`src/rtl/vga_sync_gen.sv`:
```
// VGA sync generator: pixel-enable divider, h/v counters, registered sync/bright decode, frame tick.
// Optional FRAME_CNT_EN adds a 16-bit frame counter port (frame_cnt).
module vga_sync_gen #(
  parameter int CLK_DIV  = 4,
  parameter int H_TOTAL  = 800,
  parameter int H_SYNC   = 96,
  parameter int H_START  = 144,
  parameter int H_ACTIVE = 640,
  parameter int V_TOTAL  = 525,
  parameter int V_SYNC   = 2,
  parameter int V_START  = 35,
  parameter int V_ACTIVE = 480
) (
  input  logic       Clk,
  input  logic       Reset,
  output logic       pix_en,
  output logic [9:0] hCount,
  output logic [9:0] vCount,
  output logic       hSync,
  output logic       vSync,
  output logic       bright,
  output logic       frame_tick
`ifdef FRAME_CNT_EN
  ,
  output logic [15:0] frame_cnt
`endif
);

  localparam int DIV_W = (CLK_DIV > 1) ? $clog2(CLK_DIV) : 1;
  localparam logic [DIV_W-1:0] DIV_LAST = DIV_W'(CLK_DIV - 1);
  localparam logic [9:0] H_LAST  = 10'(H_TOTAL - 1);
  localparam logic [9:0] V_LAST  = 10'(V_TOTAL - 1);
  localparam logic [9:0] H_SYNC_END = 10'(H_SYNC);
  localparam logic [9:0] V_SYNC_END = 10'(V_SYNC);
  localparam logic [9:0] H_VIS_BEG  = 10'(H_START);
  localparam logic [9:0] H_VIS_END  = 10'(H_START + H_ACTIVE);
  localparam logic [9:0] V_VIS_BEG  = 10'(V_START);
  localparam logic [9:0] V_VIS_END  = 10'(V_START + V_ACTIVE);

  logic [DIV_W-1:0] r_div;
  logic [DIV_W-1:0] w_div_nxt;
  logic [9:0]       r_h;
  logic [9:0]       r_v;
  logic [9:0]       w_h_nxt;
  logic [9:0]       w_v_nxt;
  logic             r_pix_en;
  logic             r_hsync;
  logic             r_vsync;
  logic             r_bright;
  logic             r_frame_tick;
  logic             w_pix_nxt;
  logic             w_tick_nxt;

  // All outputs are decoded from next-state counters so they line up with the registered counters.
  always_comb begin
    w_div_nxt = (r_div == DIV_LAST) ? '0 : r_div + 1'b1;
    w_h_nxt   = r_h;
    w_v_nxt   = r_v;
    if (r_pix_en) begin
      if (r_h == H_LAST) begin
        w_h_nxt = '0;
        w_v_nxt = (r_v == V_LAST) ? '0 : r_v + 1'b1;
      end else begin
        w_h_nxt = r_h + 1'b1;
      end
    end
    w_pix_nxt  = (w_div_nxt == DIV_LAST);
    w_tick_nxt = w_pix_nxt && (w_h_nxt == H_LAST) && (w_v_nxt == V_LAST);
  end

  always_ff @(posedge Clk or negedge Reset) begin
    if (!Reset) begin
      r_div        <= '0;
      r_h          <= '0;
      r_v          <= '0;
      r_pix_en     <= 1'b0;
      r_hsync      <= 1'b0;
      r_vsync      <= 1'b0;
      r_bright     <= 1'b0;
      r_frame_tick <= 1'b0;
    end else begin
      r_div        <= w_div_nxt;
      r_h          <= w_h_nxt;
      r_v          <= w_v_nxt;
      r_pix_en     <= w_pix_nxt;
      r_hsync      <= !(w_h_nxt < H_SYNC_END);
      r_vsync      <= !(w_v_nxt < V_SYNC_END);
      r_bright     <= (w_h_nxt >= H_VIS_BEG) && (w_h_nxt < H_VIS_END) &&
                      (w_v_nxt >= V_VIS_BEG) && (w_v_nxt < V_VIS_END);
      r_frame_tick <= w_tick_nxt;
    end
  end

`ifdef FRAME_CNT_EN
  logic [15:0] r_frame_cnt;

  always_ff @(posedge Clk or negedge Reset) begin
    if (!Reset) begin
      r_frame_cnt <= '0;
    end else if (r_frame_tick) begin
      r_frame_cnt <= r_frame_cnt + 16'd1;
    end
  end

  assign frame_cnt = r_frame_cnt;
`endif

  assign pix_en     = r_pix_en;
  assign hCount     = r_h;
  assign vCount     = r_v;
  assign hSync      = r_hsync;
  assign vSync      = r_vsync;
  assign bright     = r_bright;
  assign frame_tick = r_frame_tick;

endmodule

```
`config.mk`:
```
export PLATFORM = sky130hd
export DESIGN_NAME = vga_sync_gen
export DESIGN_NICKNAME = d
export VERILOG_FILES = /design/src/rtl/vga_sync_gen.sv
export SDC_FILE = /design/constraint.sdc
export NUM_CORES = 1
export LEC_CHECK = 0
export CAP_MARGIN = 20
export CELL_PAD_IN_SITES_DETAIL_PLACEMENT = 1
export CELL_PAD_IN_SITES_GLOBAL_PLACEMENT = 1
export CORE_UTILIZATION = 43
export DETAILED_ROUTE_END_ITERATION = 8
export MAX_ROUTING_LAYER = met4
export PLACE_DENSITY = 0.85
export SLEW_MARGIN = 10
export SYNTH_ARGS = -nofsm -noshare
export SYNTH_HDL_FRONTEND = slang
export SYNTH_SLANG_ARGS = --single-unit
```
`constraint.sdc`:
```
create_clock -name Clk -period 4.8 [get_ports Clk]
set_input_delay 0.96 -clock Clk [delete_from_list [all_inputs] [get_ports Clk]]
set_output_delay 0.96 -clock Clk [all_outputs]
set_load 0.005 [all_outputs]
```
==> metrics.csv, run 1 <==
metric,value,unit
vias,1326,
CP Cell Sequence,"ha_1, nand3_4, nor4_2, nand4_1, mux2_4, or4_1, or4_1, a32oi_1",
H-tree lvl count,1,
max_cap viols,0,
CTS tree,done,
Yosys top cell by area,dfrtp_1,
WHS Endpoint,r_div[0],
Rel. slew slack,48.41,%
reg2reg end,bright,
Synth Register Bits,27,
Initial DRT Pass Iterations,4,
CP max-delay cell,or4_1,
Area Growth Syn to Fin,22.71,%
RD Place Congestion,0.9330,
Total GRT Usage,23.09,%
initial DRC count,71,
Critical Path AT,3260,ps
PD cells,178.9,nW/um^2
top-area cell type share of the netlist area,44.59,%
DRC Markers,0,
share of cells above drive strength 1,7.104,%
r2r setup slk,1800,ps
WS Path Type,reg -> reg,
hold_sp,r_div[0],
"commonest cells after routing, fill and taps aside","dfrtp_1, clkdlybuf4s50_1, nand2_1",
CP Capture Type,flip-flop,
clk sinks,27,
final setup vio count,0,
Initial Util,45.05,%
worst-margin pin slew,766.8,ps
fin nets,191,
maximum vdd drop,0.1111,mV
"Top cell by count, worst path",or4_1,
Cells after Synth,154,
Final Worst Setup Slack,1800,ps
row count,21,
leak pwr,0.0007974,uW
hold path depth,1,
final hold viol count,0,
cts bufs inserted,3,
vias in the first global route,1282,
critical path required time,5060,ps
synth top area cells,"dfrtp_1, xnor2_1, nand2_1",
Fmax,333.4,MHz
Reg-to-Reg Start,hCount[0],
clk root buf,clkbuf_4,
Post-Route WL,3772,um
Register-to-Register Path Depth,8,
worst hold slack,470.0,ps
worst clock skew,9.311,ps
first-pass GRT wire length,6113,um
CP peak stage delay,520,ps
crit-path max FO,6,
cts hold-fix bufs,0,
RSZ-0062 raised after global routing,false,
overall power,332.7,uW
worst hold path type,reg -> reg,
Period minus WS final,3000,ps
setup_tns,0,ps
post-synthesis average cell area,9.839,sq um
CTS Buffer Depth,2,
postcts setup bufs,0,
grt ovf,0,
via density per instance,5.790,
DIE WIDTH,61.36,um
Syn. warnings,0,
status,"finished, final reports clean",
Syn Std Cell Area,1515,sq um
Core Area,3363,sq um
ANT cells,0,
Yosys cell types,39,
pre-CTS setup slack,1813,ps
IO Port Bufs,26,
Startpoint Class,flip-flop,
full die area,3765,sq um
I/O pin count,27,
"commonest non-fill, non-tap cell in the layout",dfrtp_1,
final worst-path cycle share,62.49,%
"Reg clk slew, reported paths",150,ps
initial antenna violation count,0,
Final Max Slew Viols,0,
Worst-Skew Late Latency,330,ps
largest net degree at the start of global routing,28,
mean routed wirelength per cell,16.47,um
dpl hpwl,2963,um
Mapped Nets,161,
register area share after synthesis,44.59,%
ANT nets after route,0,
post-CTS sizing,0,
Die Ht,61.36,um
## report_power, final
group | internal, uW | switching (uW) | leakage [uW]
logic | 1.25 | 4.45 | 0.000420
registers | 227 | 0 | 0.000363
clock network | 32.6 | 66.9 | 0.0000150
total | 261 | 71.4 | 0.000797
## worst max-delay path: cells and delay by family (launching register included)
| kind | cells | cell delay (ps) |
|---|---|---|
| adders and majority gates | 1 | 260 |
| DFF | 1 | 450 |
| AOI/OAI and AO/OA | 1 | 190 |
| and+or+nand+nor | 5 | 1700 |
| muxes | 1 | 340 |
## state kept, by name (all words and copies together), names as in the netlist
| name | cells |
|---|---|
| hCount | 10 |
| vCount | 10 |
| r_div | 2 |
| bright | 1 |
| frame_tick | 1 |
| hSync | 1 |
| pix_en | 1 |
| vSync | 1 |
## cells by family (layout without fill, tap and decap cells)
group | count (synthesis) | count (layout) | share of synthesized area [%]
AND/OR/NAND/NOR | 74 | 74 | 28.90
flip-flops | 27 | 27 | 44.59
AO/OA/AOI/OAI | 18 | 18 | 7.598
buffers and inverters | 12 | 41 | 3.221
XOR/XNOR | 11 | 11 | 6.359
multiplexers | 7 | 7 | 5.202
adder cells (fa/ha/maj) | 5 | 5 | 4.129
## how the worst max path moves through the flow
stage,start,to,cells after the start
2_1_floorplan,hCount[0],bright,8
3_3_place_gp,hCount[0],bright,8
3_5_place_dp,hCount[0],bright,8
4_1_cts,hCount[0],bright,8
5_1_grt,vCount[0],bright,9
6_report,hCount[0],bright,8
## cell type report
class,count,area (sq um)
sequential,27,675.6
clock buffer,4,26.28
tap,46,57.56
inverter,9,33.78
fill,417,1504
timing repair buffer,28,275.3
multi-input combinational,115,790.8
## through the flow
stage / std cells / cell area (sq um) / util, %
final: 229 / 1859 / 55.28
after CTS: 229 / 1859 / 55.28
after global placement: 225 / 1833 / 54.50
after floorplan: 154 / 1515 / -
after global routing: 229 / 1859 / 55.28
after detailed placement: 225 / 1833 / 54.50
## cells in the mapped netlist, drive strengths merged
library cell,instances
a21o,1
a21oi,8
a31oi,1
a32oi,2
a41oi,1
and3,4
and4,1
and4b,2
buf,1
clkbuf,2
dfrtp,27
ha,5
inv,9
mux2,1
mux2i,6
nand2,18
nand2b,1
nand3,9
nand3b,2
nand4,5
nand4b,1
nand4bb,2
nor2,10
nor3,5
nor4,5
nor4b,1
o21ai,3
o31ai,1
o32ai,1
or3,4
or3b,1
or4,3
xnor2,9
xor2,2
## layer usage
metal / global-route usage [%] / wire length, um / share of wire (%)
met1: 27.66 / 1597 / 42
met2: 39.29 / 1972 / 52
met3: 2.521 / 123 / 3.3
met4: 10.16 / 78 / 2.1
met5: - / 0 / 0
Power figures use the tool's default switching activity.
==> inputs of run 2 (changes only) <==
--- a/config.mk
+++ b/config.mk
@@ -8,10 +8,10 @@
 export CAP_MARGIN = 20
 export CELL_PAD_IN_SITES_DETAIL_PLACEMENT = 1
 export CELL_PAD_IN_SITES_GLOBAL_PLACEMENT = 1
-export CORE_UTILIZATION = 43
+export CORE_UTILIZATION = 36
 export DETAILED_ROUTE_END_ITERATION = 8
 export MAX_ROUTING_LAYER = met4
-export PLACE_DENSITY = 0.85
+export PLACE_DENSITY = 0.76
 export SLEW_MARGIN = 10
 export SYNTH_ARGS = -nofsm -noshare
 export SYNTH_HDL_FRONTEND = slang
==> constraint.sdc (replaced) <==
create_clock -name Clk -period 2.5 [get_ports Clk]
set_input_delay 0.5 -clock Clk [delete_from_list [all_inputs] [get_ports Clk]]
set_output_delay 0.5 -clock Clk [all_outputs]
set_load 0.005 [all_outputs]
==> run 2 against run 1 <==
Compared with the run above: the flow now finishes with violations (setup timing); core utilization decreased by 0.90 points; count of clock-buffer cells in the layout unchanged; sequential share of layout area decreased by 5.5 points; worst hold slack got worse by 4.5 ps; total power increased by 110%; first-iteration DRC count decreased by 51%; clock power increased by 150%; final cell count increased by 16%; die area increased by 19%; flip-flop and latch count unchanged; non-clock buffer count increased by 33; largest cell class unchanged.
==> metrics.csv, run 2 (synthesis gave the netlist of run 1 again) <==
metric,value,unit
full die area,4472,sq um
worst clock skew,1.549,ps
WHS Endpoint,r_div[0],
clk sinks,27,
Final Worst Setup Slack,-182.4,ps
failing checks,setup timing,
Multi-input gate area,847.1,sq um
max_cap viols,0,
r2r setup slk,-180,ps
CTS Buffer Depth,2,
area of placed instances,2113,sq um
Fmax,372.8,MHz
overall power,692.4,uW
final instance area,2191,sq um
Initial DRT Pass Iterations,4,
Period minus WS final,2682,ps
Final Max Slew Viols,0,
hold_sp,r_div[0],
first-pass GRT wire length,7583,um
"commonest non-fill, non-tap cell in the layout",buf_4,
RSZ-0062 raised after global routing,true,
worst hold slack,465.5,ps
critical path required time,2690,ps
reg2reg end,bright,
largest net degree at the start of global routing,28,
final setup vio count,1,
vias,1425,
FILL cells,470,
register area,675.6,sq um
Post-Route WL,4557,um
crit-path max FO,3,
leak pwr,0.0009916,uW
initial antenna violation count,0,
"Reg clk slew, reported paths",90,ps
postcts setup bufs,0,
fin util,54.38,%
"commonest cells after routing, fill and taps aside","buf_4, dfrtp_1, clkdlybuf4s50_1",
Reg-to-Reg Start,hCount[5],
ANT cells,0,
Initial Util,37.61,%
Register-to-Register Path Depth,7,
CP Capture Type,flip-flop,
vias in the first global route,1577,
Core Area,4029,sq um
worst-margin pin slew,511.5,ps
clk root buf,clkbuf_8,
dpl hpwl,3606,um
maximum vdd drop,0.1692,mV
Worst-Skew Late Latency,270,ps
status,finished with violations,
DIE WIDTH,66.88,um
row count,23,
hold path depth,1,
final worst-path cycle share,107.3,%
PD cells,316.0,nW/um^2
Critical Path AT,2870,ps
CP Cell Sequence,"nand4b_1, or4_4, a21oi_2, mux2i_2, or4_4, or4_1, a32oi_1",
mean routed wirelength per cell,17.13,um
WS Path Type,reg -> reg,
final hold viol count,0,
fin nets,224,
Non-Filler Instances,266,
CP max-delay cell,or4_4,
Startpoint Class,flip-flop,
share of cells above drive strength 1,24.07,%
CP Buf/Inv Count,0,
via density per instance,5.357,
Area Growth Syn to Fin,44.59,%
grt ovf,0,
CP peak stage delay,560,ps
initial DRC count,35,
IO Port Bufs,26,
CTS tree,done,
RD Place Congestion,0.8360,
cell family with the largest share of critical-path delay,simple AND/OR/NAND/NOR gates,
I/O pin count,27,
DRC Markers,0,
cts bufs inserted,3,
Rel. slew slack,65.61,%
worst hold path type,reg -> reg,
ANT nets after route,0,
Die Ht,66.88,um
placed cell count,262,
H-tree lvl count,1,
Total GRT Usage,23.59,%
"Top cell by count, worst path",or4_4,
[run 2: worst max-delay path by stage]
stage	start	end	slack, ps	depth (start not counted)
floorplan	hCount[6]	bright	-50	7
global placement	hCount[5]	bright	5	7
CTS	hCount[5]	bright	-180	7
global route	hCount[5]	bright	-270	7
detailed placement	hCount[5]	bright	-180	7
finish	hCount[5]	bright	-180	7
[run 2: what timing repair did]
item	in CTS	in global routing
pin swaps	0	2
hold buffers	0	0
setup endpoints to repair	2	2
resized for setup	3	3
[run 2: per-stage QoR]
step	TNS, ps	setup WS (ps)
2_1_floorplan	-51.88	-51.88
3_3_place_gp	0	4.740
3_5_place_dp	-210.4	-176.8
4_1_cts	-179.6	-179.6
5_1_grt	-304.1	-266.4
6_report	-182.4	-182.4
[run 2: routing by layer]
metal	vias up	part of all wire, %	wire [um]	GRT usage (%)
met5	-	0	0	-
met4	0	1.3	57	7.713
met3	6	2.3	107	2.055
met2	31	54	2446	43.31
met1	707	43	1945	26.70
li1	681	-	-	-
[run 2: cell type report]
cell class | instances | area share, %
timing repair buffer | 61 | 24.04
tap | 50 | 2.856
inverter | 9 | 1.542
clock buffer | 4 | 2.056
sequential | 27 | 30.84
multi-input combinational | 115 | 38.66
[run 2: where the power goes]
group / internal [uW] / switching, uW / total, uW
sequential: 436 / 0 / 436
combinational: 2.39 / 8.53 / 10.9
clock: 114 / 131 / 245
total: 553 / 140 / 692
